--- src/rtl/axi_dma_copy_master_if.sv ---
// Single-beat AXI channel bundle (AW, W, B, AR, R) between the DMA copy engine
// and a word-addressed memory responder.
interface axi_dma_copy_master_if #(
    parameter int ADDR_WIDTH = 32,
    parameter int DATA_WIDTH = 64
);
    logic                      awvalid;
    logic                      awready;
    logic [ADDR_WIDTH-1:0]     awaddr;
    logic                      wvalid;
    logic                      wready;
    logic [DATA_WIDTH-1:0]     wdata;
    logic [DATA_WIDTH/8-1:0]   wstrb;
    logic                      wlast;
    logic                      bvalid;
    logic                      bready;
    logic [1:0]                bresp;
    logic                      arvalid;
    logic                      arready;
    logic [ADDR_WIDTH-1:0]     araddr;
    logic                      rvalid;
    logic                      rready;
    logic [DATA_WIDTH-1:0]     rdata;
    logic [1:0]                rresp;
    logic                      rlast;

    modport master (
        output awvalid, awaddr, wvalid, wdata, wstrb, wlast, bready,
        output arvalid, araddr, rready,
        input  awready, wready, bvalid, bresp,
        input  arready, rvalid, rdata, rresp, rlast
    );

    modport slave (
        input  awvalid, awaddr, wvalid, wdata, wstrb, wlast, bready,
        input  arvalid, araddr, rready,
        output awready, wready, bvalid, bresp,
        output arready, rvalid, rdata, rresp, rlast
    );
endinterface

--- src/rtl/axi_dma_copy_master.sv ---
// DMA datapath engine: copies num_words words one at a time, reading each over AR/R
// and writing it back over AW/W/B, with at most one AXI transaction in flight.
module axi_dma_copy_master #(
    parameter int ADDR_WIDTH = 32,
    parameter int DATA_WIDTH = 64,
    parameter int LEN_WIDTH  = 16
) (
    input  logic                     clk,
    input  logic                     rst,
    input  logic                     start,
    input  logic [ADDR_WIDTH-1:0]    src_addr,
    input  logic [ADDR_WIDTH-1:0]    dst_addr,
    input  logic [LEN_WIDTH-1:0]     num_words,
    output logic                     busy,
    output logic                     done,
    output logic                     error,
    output logic [LEN_WIDTH-1:0]     words_done,
    axi_dma_copy_master_if.master    m_axi
);

    typedef enum logic [2:0] {
        S_IDLE,
        S_RD_ADDR,
        S_RD_DATA,
        S_WR,
        S_WR_RESP,
        S_DONE
    } state_t;

    localparam logic [ADDR_WIDTH-1:0] ADDR_ONE = {{(ADDR_WIDTH-1){1'b0}}, 1'b1};
    localparam logic [LEN_WIDTH-1:0]  LEN_ONE  = {{(LEN_WIDTH-1){1'b0}}, 1'b1};

    state_t                  state_q, state_d;
    logic [ADDR_WIDTH-1:0]   src_q, src_d;
    logic [ADDR_WIDTH-1:0]   dst_q, dst_d;
    logic [LEN_WIDTH-1:0]    len_q, len_d;
    logic [LEN_WIDTH-1:0]    words_done_q, words_done_d;
    logic                    arvalid_q, arvalid_d;
    logic [ADDR_WIDTH-1:0]   araddr_q, araddr_d;
    logic                    rready_q, rready_d;
    logic                    awvalid_q, awvalid_d;
    logic [ADDR_WIDTH-1:0]   awaddr_q, awaddr_d;
    logic                    wvalid_q, wvalid_d;
    logic [DATA_WIDTH-1:0]   wdata_q, wdata_d;
    logic                    bready_q, bready_d;
    logic                    busy_q, busy_d;
    logic                    done_q, done_d;
    logic                    error_q, error_d;

    // Reads are always single-beat, so the last flag carries no information.
    logic unused_rlast;
    assign unused_rlast = m_axi.rlast;

    always_ff @(posedge clk) begin
        if (rst) begin
            state_q      <= S_IDLE;
            src_q        <= '0;
            dst_q        <= '0;
            len_q        <= '0;
            words_done_q <= '0;
            arvalid_q    <= 1'b0;
            araddr_q     <= '0;
            rready_q     <= 1'b0;
            awvalid_q    <= 1'b0;
            awaddr_q     <= '0;
            wvalid_q     <= 1'b0;
            wdata_q      <= '0;
            bready_q     <= 1'b0;
            busy_q       <= 1'b0;
            done_q       <= 1'b0;
            error_q      <= 1'b0;
        end else begin
            state_q      <= state_d;
            src_q        <= src_d;
            dst_q        <= dst_d;
            len_q        <= len_d;
            words_done_q <= words_done_d;
            arvalid_q    <= arvalid_d;
            araddr_q     <= araddr_d;
            rready_q     <= rready_d;
            awvalid_q    <= awvalid_d;
            awaddr_q     <= awaddr_d;
            wvalid_q     <= wvalid_d;
            wdata_q      <= wdata_d;
            bready_q     <= bready_d;
            busy_q       <= busy_d;
            done_q       <= done_d;
            error_q      <= error_d;
        end
    end

    always_comb begin
        state_d      = state_q;
        src_d        = src_q;
        dst_d        = dst_q;
        len_d        = len_q;
        words_done_d = words_done_q;
        arvalid_d    = arvalid_q;
        araddr_d     = araddr_q;
        rready_d     = rready_q;
        awvalid_d    = awvalid_q;
        awaddr_d     = awaddr_q;
        wvalid_d     = wvalid_q;
        wdata_d      = wdata_q;
        bready_d     = bready_q;
        busy_d       = busy_q;
        done_d       = 1'b0;
        error_d      = error_q;

        unique case (state_q)
            S_IDLE: begin
                if (start) begin
                    error_d = 1'b0;
                    if (num_words != '0) begin
                        src_d        = src_addr;
                        dst_d        = dst_addr;
                        len_d        = num_words;
                        words_done_d = '0;
                        busy_d       = 1'b1;
                        arvalid_d    = 1'b1;
                        araddr_d     = src_addr;
                        state_d      = S_RD_ADDR;
                    end else begin
                        done_d  = 1'b1;
                        state_d = S_DONE;
                    end
                end
            end

            S_RD_ADDR: begin
                if (arvalid_q && m_axi.arready) begin
                    arvalid_d = 1'b0;
                    rready_d  = 1'b1;
                    state_d   = S_RD_DATA;
                end
            end

            S_RD_DATA: begin
                if (rready_q && m_axi.rvalid) begin
                    rready_d = 1'b0;
                    if (m_axi.rresp != 2'b00) begin
                        error_d = 1'b1;
                        busy_d  = 1'b0;
                        done_d  = 1'b1;
                        state_d = S_DONE;
                    end else begin
                        // wdata_q doubles as the word buffer between read and write.
                        wdata_d   = m_axi.rdata;
                        awaddr_d  = dst_q;
                        awvalid_d = 1'b1;
                        wvalid_d  = 1'b1;
                        state_d   = S_WR;
                    end
                end
            end

            S_WR: begin
                // AW and W complete independently; leave only once both have gone.
                if (awvalid_q && m_axi.awready) awvalid_d = 1'b0;
                if (wvalid_q && m_axi.wready)   wvalid_d  = 1'b0;
                if (!awvalid_d && !wvalid_d) begin
                    bready_d = 1'b1;
                    state_d  = S_WR_RESP;
                end
            end

            S_WR_RESP: begin
                if (bready_q && m_axi.bvalid) begin
                    bready_d     = 1'b0;
                    words_done_d = words_done_q + LEN_ONE;
                    if (m_axi.bresp != 2'b00) begin
                        error_d = 1'b1;
                        busy_d  = 1'b0;
                        done_d  = 1'b1;
                        state_d = S_DONE;
                    end else if (words_done_d == len_q) begin
                        busy_d  = 1'b0;
                        done_d  = 1'b1;
                        state_d = S_DONE;
                    end else begin
                        src_d     = src_q + ADDR_ONE;
                        dst_d     = dst_q + ADDR_ONE;
                        arvalid_d = 1'b1;
                        araddr_d  = src_q + ADDR_ONE;
                        state_d   = S_RD_ADDR;
                    end
                end
            end

            S_DONE: begin
                state_d = S_IDLE;
            end

            default: begin
                state_d = S_IDLE;
            end
        endcase
    end

    assign busy          = busy_q;
    assign done          = done_q;
    assign error         = error_q;
    assign words_done    = words_done_q;
    assign m_axi.arvalid = arvalid_q;
    assign m_axi.araddr  = araddr_q;
    assign m_axi.rready  = rready_q;
    assign m_axi.awvalid = awvalid_q;
    assign m_axi.awaddr  = awaddr_q;
    assign m_axi.wvalid  = wvalid_q;
    assign m_axi.wdata   = wdata_q;
    assign m_axi.wstrb   = '1;
    assign m_axi.wlast   = wvalid_q;
    assign m_axi.bready  = bready_q;

endmodule

--- src/flat_wrapper.sv ---
// flat-port wrapper written by rule: the top's interface ports become plain ports
module axi_dma_copy_master_flat 
#(
    parameter int ADDR_WIDTH = 32,
    parameter int DATA_WIDTH = 64,
    parameter int LEN_WIDTH  = 16
)
  (clk, rst, start, src_addr, dst_addr, num_words, busy, done, error, words_done, m_axi_awvalid, m_axi_awaddr, m_axi_wvalid, m_axi_wdata, m_axi_wstrb, m_axi_wlast, m_axi_bready, m_axi_arvalid, m_axi_araddr, m_axi_rready, m_axi_awready, m_axi_wready, m_axi_bvalid, m_axi_bresp, m_axi_arready, m_axi_rvalid, m_axi_rdata, m_axi_rresp, m_axi_rlast);
  axi_dma_copy_master_if #(.ADDR_WIDTH(ADDR_WIDTH), .DATA_WIDTH(DATA_WIDTH)) m_axi_i ();
  input  logic clk;
  input  logic rst;
  input  logic start;
  input  logic [ADDR_WIDTH-1:0] src_addr;
  input  logic [ADDR_WIDTH-1:0] dst_addr;
  input  logic [LEN_WIDTH-1:0] num_words;
  output logic busy;
  output logic done;
  output logic error;
  output logic [LEN_WIDTH-1:0] words_done;
  output wire logic [$bits(m_axi_i.awvalid)-1:0] m_axi_awvalid;
  output wire logic [$bits(m_axi_i.awaddr)-1:0] m_axi_awaddr;
  output wire logic [$bits(m_axi_i.wvalid)-1:0] m_axi_wvalid;
  output wire logic [$bits(m_axi_i.wdata)-1:0] m_axi_wdata;
  output wire logic [$bits(m_axi_i.wstrb)-1:0] m_axi_wstrb;
  output wire logic [$bits(m_axi_i.wlast)-1:0] m_axi_wlast;
  output wire logic [$bits(m_axi_i.bready)-1:0] m_axi_bready;
  output wire logic [$bits(m_axi_i.arvalid)-1:0] m_axi_arvalid;
  output wire logic [$bits(m_axi_i.araddr)-1:0] m_axi_araddr;
  output wire logic [$bits(m_axi_i.rready)-1:0] m_axi_rready;
  input wire logic [$bits(m_axi_i.awready)-1:0] m_axi_awready;
  input wire logic [$bits(m_axi_i.wready)-1:0] m_axi_wready;
  input wire logic [$bits(m_axi_i.bvalid)-1:0] m_axi_bvalid;
  input wire logic [$bits(m_axi_i.bresp)-1:0] m_axi_bresp;
  input wire logic [$bits(m_axi_i.arready)-1:0] m_axi_arready;
  input wire logic [$bits(m_axi_i.rvalid)-1:0] m_axi_rvalid;
  input wire logic [$bits(m_axi_i.rdata)-1:0] m_axi_rdata;
  input wire logic [$bits(m_axi_i.rresp)-1:0] m_axi_rresp;
  input wire logic [$bits(m_axi_i.rlast)-1:0] m_axi_rlast;
  assign m_axi_awvalid = m_axi_i.awvalid;
  assign m_axi_awaddr = m_axi_i.awaddr;
  assign m_axi_wvalid = m_axi_i.wvalid;
  assign m_axi_wdata = m_axi_i.wdata;
  assign m_axi_wstrb = m_axi_i.wstrb;
  assign m_axi_wlast = m_axi_i.wlast;
  assign m_axi_bready = m_axi_i.bready;
  assign m_axi_arvalid = m_axi_i.arvalid;
  assign m_axi_araddr = m_axi_i.araddr;
  assign m_axi_rready = m_axi_i.rready;
  assign m_axi_i.awready = m_axi_awready;
  assign m_axi_i.wready = m_axi_wready;
  assign m_axi_i.bvalid = m_axi_bvalid;
  assign m_axi_i.bresp = m_axi_bresp;
  assign m_axi_i.arready = m_axi_arready;
  assign m_axi_i.rvalid = m_axi_rvalid;
  assign m_axi_i.rdata = m_axi_rdata;
  assign m_axi_i.rresp = m_axi_rresp;
  assign m_axi_i.rlast = m_axi_rlast;
  axi_dma_copy_master #(.ADDR_WIDTH(ADDR_WIDTH), .DATA_WIDTH(DATA_WIDTH), .LEN_WIDTH(LEN_WIDTH)) u_core (.clk(clk), .rst(rst), .start(start), .src_addr(src_addr), .dst_addr(dst_addr), .num_words(num_words), .busy(busy), .done(done), .error(error), .words_done(words_done), .m_axi(m_axi_i));
endmodule
--- config.mk ---
export PLATFORM = sky130hd
export DESIGN_NAME = axi_dma_copy_master_flat
export DESIGN_NICKNAME = d
export VERILOG_FILES = /design/src/rtl/axi_dma_copy_master_if.sv /design/src/rtl/axi_dma_copy_master.sv /design/src/flat_wrapper.sv
export SDC_FILE = /design/constraint.sdc
export NUM_CORES = 1
export LEC_CHECK = 0
export BUFFER_PORTS_ARGS = -buffer_cell sky130_fd_sc_hd__buf_2
export CAP_MARGIN = 15
export CORE_MARGIN = 2
export CORE_UTILIZATION = 45
export CTS_BUF_LIST = sky130_fd_sc_hd__clkbuf_4 sky130_fd_sc_hd__clkbuf_8
export DETAILED_ROUTE_END_ITERATION = 8
export PLACE_DENSITY = 0.77
export SYNTH_ARGS = -nofsm -noshare
export SYNTH_HDL_FRONTEND = slang
export SYNTH_SLANG_ARGS = --single-unit
--- constraint.sdc ---
create_clock -name clk -period 3.3 [get_ports clk]
set_input_delay 0.165 -clock clk [delete_from_list [all_inputs] [get_ports clk]]
set_output_delay 0.165 -clock clk [all_outputs]
set_load 0.02 [all_outputs]
After elaboration in Yosys (flattened, before gate mapping)
Cells that the tools add are included.
{ "totals": {"reg_bits": 203, "input_bits": 157, "output_inout_bits": 161, "wordCells": 132} }
{ "classes": {"n_addsub": 3, "eq_ne": 17, "n_mux": 67, "bitwise_logic": 1, "n_reduce_logical": 29} }
{ "op_table": {"columns": ["cell", "n"], "rows": [
  ["$mux W32", 10],
  ["$pmux W32 S2", 2],
  ["$add A32 B1 Y32 const B", 2],
  ["$mux W16", 3],
  ["$mux W1", 33],
  ["$pmux W16 S2", 1],
  ["$mux W3", 9],
  ["$add A16 B1 Y16 const B", 1],
  ["$eq A16 B16 Y1", 1],
  ["$reduce_bool A16 Y1", 1],
  ["$pmux W3 S5", 1],
  ["$reduce_and A3 Y1", 5],
  ["$ne A2 B1 Y1 const B", 7],
  ["$reduce_and A7 Y1", 2],
  ["$pmux W1 S3", 4],
  ["$reduce_and A6 Y1", 2],
  ["$reduce_bool A2 Y1", 6],
  ["$ne A2 B2 Y1 const B", 4],
  ["$pmux W1 S2", 4],
  ["$eq A3 B2 Y1 const B", 2],
  ["$logic_and A1 B1 Y1", 6],
  ["$reduce_bool A3 Y1", 2],
  ["$reduce_and A5 Y1", 1],
  ["$reduce_and A4 Y1", 1],
  ["other kinds (6)", 7]
]} }

Logic depth before layout (Yosys ltp)
{ "depth": {"ltp_word": 7, "depth_mapped": 11, "depth_no_buf": 8} }

Least setup slack after synthesis
OpenSTA, ideal clock, no wires.
{ "synth_timing": {"path_type": "flip-flop to flip-flop", "start": "register u_core.words_done_q[0], in the netlist u_core.words_done[0]", "end": "register u_core.araddr_q[17], in the netlist u_core.m_axi.araddr[17]", "setup_ns": 0.134, "arrival_time_ns": 2.756, "required_time_ns": 3.166, "setup_slack_ns": 0.411, "path_stages_with_launch": 11, "n_path_buf": 2, "synth_period_minus_slack_ns": 2.889, "cell_sequence": "dfxtp_1 > ha_1 > nand3_2 > nor4_1 > o21ai_0 > nand4b_1 > or4_1 > buf_6 > buf_6 > a31oi_1 > a211oi_1"} }
{ "synth_between": {"elab_chain_len": 4} }
{ "synth_lines": {"columns": ["element", "line", "rtl"], "rows": [
  ["from (decl)", "axi_dma_copy_master.sv:37", "logic [LEN_WIDTH-1:0] words_done_q, words_done_d;"],
  ["from (signal assigned)", "axi_dma_copy_master.sv:77", "words_done_q <= words_done_d;"],
  ["$add A16 B1 Y16", "axi_dma_copy_master.sv:170", "words_done_d = words_done_q + LEN_ONE;"],
  ["$eq A16 B16 Y1", "axi_dma_copy_master.sv:176", "end else if (words_done_d == len_q) begin"],
  ["$ne A2 B2 Y1 (no source line)", null, null],
  ["$reduce_and A6 Y1 (no source line)", null, null],
  ["to (signal assigned)", "axi_dma_copy_master.sv:79", "araddr_q <= araddr_d;"],
  ["to (decl)", "axi_dma_copy_master.sv:39", "logic [ADDR_WIDTH-1:0] araddr_q, araddr_d;"]
]} }
No other way between the ends.
A chain may end at the register's enable or synchronous reset.

Worst setup path in the final report
{ "layout_timing": {"start": "register u_core.words_done_q[5], in the netlist u_core.words_done[5]", "end": "register u_core.dst_q[2]"} }
{ "layout_between": {"elab_chain_len": 4} }
{ "layout_lines": {"columns": ["element", "line", "rtl"], "rows": [
  ["$add A16 B1 Y16", "axi_dma_copy_master.sv:170", null],
  ["$eq A16 B16 Y1", "axi_dma_copy_master.sv:176", null],
  ["$ne A2 B2 Y1 (no source line)", null, null],
  ["$reduce_and A6 Y1 (no source line)", null, null],
  ["to (signal assigned)", "axi_dma_copy_master.sv:75", "dst_q <= dst_d;"],
  ["to (decl)", "axi_dma_copy_master.sv:35", "logic [ADDR_WIDTH-1:0] dst_q, dst_d;"]
]} }
No other way between the ends.

==> results.toml <==
[sta]
rsz0062_at_grt = "false"
clock.fmax_mhz = 327
finalClockSkew_ps = 27.9
tns_ps = 0
final-hold-violation-count = 0
fin_crit_ps = 3060
layout_setup_ws_ps = 237
tightestPinTransition_ps = 1060
post-route-period-util_pct = 92.8
finalMaxSlewViolations = 0
hold_ws_ps = 10.8
finalSetupViolCount = 0
relSlewSlack_pct = 29.2

[power_and_ir_drop]
p_sw_mw = 1.92
p_seq_share_pct = 42.5
total_leakage_power_nw = 5.67
clockPowerShare_pct = 40.3
ir_worst_vdd_v = 0.000287
switching_share_pct = 29.3
p_per_area_nw_per_um2 = 478
pwr-share-comb_pct = 17.2
p_int_mw = 4.65

[die]
core_area_um2 = 21800
dieArea_um2 = 23300
rows = 54
io_pins = 318
start_util_pct = 45.6
die_h_um = 153
dieWidth_um = 153

[synth]
seq_area_frac_synth_pct = 41.0
yosys_warnings = 0
synth-edff-count = 0
syn_avg_cell_area_um2 = 7.57
synth.distinct_cells = 64
yosysTopAreaCellShare_pct = 41.0
syn-instance-count = 1311
synth_area_leaders = "dfxtp_1, nand2_1, a21oi_1"
synth.top_cells.by_count = "nand2_1, dfxtp_1, a21oi_1"
synth_top_area_cell = "dfxtp_1"
ys_ff_latch = 203
async_reset_ff_share_pct = 0
synth_top_flop_cell = "dfxtp_1"
synth.most_common_cell = "nand2_1"
synth_area_um2 = 9920

[worst_hold_path]
hp-class = "primary input to flip-flop"

[worst_setup_path]
critPathKind = "flip-flop to flip-flop"
cp-start-kind = "flip-flop"
worstPathArrival_ps = 3480
crit_fanout = 20
cp-end-kind = "flip-flop"
worst_ep_required_time_ps = 3710

[cts]
cts_made_buffers = 37
htreeDepth = 2
clockRootBuffer = "clkbuf_8"
insertion_delay_ps = 540
cts.sinks = 203
cts_tree = "built"
postCtsSetupBuffers = 0
clkSlewWorstSetupHoldPaths_ps = 60
clockBufferDepth = 3

[drt]
drtIter0Drc = 976
vias = 11600
viasPerCell = 5.73
drtAntennaViolNets = 0
wl_per_cell_um = 17.5
dr.pass1.iters = 6
drc = 0
totalWireLength_um = 35300

[layout]
final_core_util_pct = 63.3
drive_gt1_share_pct = 24.5
final_nets = 1872
num_antenna_cells = 0
syn_to_final_growth_pct = 38.7

[placed_design]
pre_cts_ws_ps = 26.7
io_buffers = 308
dp_hpwl_um = 22600
gp_congestion = 0.921

[run]
drv_cap = 0

[global_routing]
grt.total_usage_pct = 28.9
grt-ovfl-total = 0
antenna_found_initial = 0
grt_max_degree = 99
grt_pass1_wl_um = 56200
grt_pass1_vias = 10900

[outcome]
outcome = "finished, final reports clean"
critical path, cell delays in order (launching register included):
cell	delay, ps
dfxtp_1	450
nand3_2	270
nor4_1	610
xnor2_1	180
nand4_1	240
or4_1	550
buf_4	260
nand3_4	250
o21ai_0	130
metrics by stage:
stage          instance area, um^2  std cells  power, mW
2_1_floorplan                 9950       1318       3.42
3_3_place_gp                 11600       1824       3.80
3_5_place_dp                 11600       1824       3.82
4_1_cts                      13700       2017       6.58
5_1_grt                      13800       2018       6.84
6_report                     13800       2018       6.58
per-layer routing:
metal	up-vias	global-route usage, %	part of all wire [%]
met3	126	6.03	8.5
met2	589	48.7	48
met5	-	0	0
li1	5482	-	-
met1	5372	35.7	39
met4	0	13.4	4.3
logic make-up (layout without fill, tap and decap cells):
logic type	count (synthesis)	after routing	synth area share [%]
multiplexers	20	20	2.02
other	1	8	0.0378
buffers and inverters	118	537	5.35
adder cells (fa/ha/maj)	3	3	0.378
flip-flops	203	203	41.0
XOR/XNOR	21	21	1.93
AO/OA/AOI/OAI	356	356	21.7
AND/OR/NAND/NOR	589	590	27.7
cell usage in the layout (no fill, tap or decap), drive strengths merged, types with 34 or more instances in the layout:
master       count
buf            336
nand2          291
dfxtp          203
a21oi          167
dlygate4sd3    128
nor2            82
clkbuf          61
nand3           49
o21ai           48
nor3            46
nor4            34
power groups by stage:
| stage | registers, mW | clock network (mW) | logic [mW] |
|---|---|---|---|
| after floorplan | 2.85 | 0 | 0.569 |
| after global placement | 2.83 | 0 | 0.965 |
| after detailed placement | 2.84 | 0 | 0.985 |
| after CTS | 2.79 | 2.69 | 1.11 |
| after global routing | 2.81 | 2.81 | 1.22 |
| final | 2.79 | 2.65 | 1.13 |
area by class of cell:
cell class / count / area (um^2)
fill: 1928 / 7990
multi-input combinational: 998 / 5430
sequential: 203 / 4060
timing repair buffer: 464 / 3060
clock buffer: 61 / 783
tap: 280 / 350
clock inverter: 4 / 48.8
inverter: 8 / 30.0
flip-flops by register name, indices dropped and copies added (netlist names), 3 cells and up:
| signal | count |
|---|---|
| u_core.m_axi.wdata | 64 |
| u_core.dst_q | 32 |
| u_core.m_axi.araddr | 32 |
| u_core.m_axi.awaddr | 32 |
| u_core.len_q | 16 |
| u_core.words_done | 16 |
| u_core.state_q | 3 |
path summary, 6_finish.rpt:
path                                                           start                                   end  slack [ps]  cells past startpoint
worst max-delay path               u_core.words_done[5]$_SDFFE_PP0P_          u_core.dst_q[2]$_SDFFE_PP0P_         240                      8
worst max register to register     u_core.words_done[5]$_SDFFE_PP0P_          u_core.dst_q[2]$_SDFFE_PP0P_         240                      8
worst min register to register  u_core.m_axi.awaddr[22]$_SDFFE_PP0P_  u_core.m_axi.awaddr[22]$_SDFFE_PP0P_         450                      2
worst min-delay path                                    src_addr[20]  u_core.m_axi.araddr[20]$_SDFFE_PP0P_          10                      3
what timing repair did:
action / 4_1_cts / 5_1_grt
resized for setup: 0 / 5
hold endpoints to repair: 128 / 0
setup endpoints to repair: 0 / 59
hold buffers: 128 / 0
No activity file was read; power rests on OpenSTA's default activity.
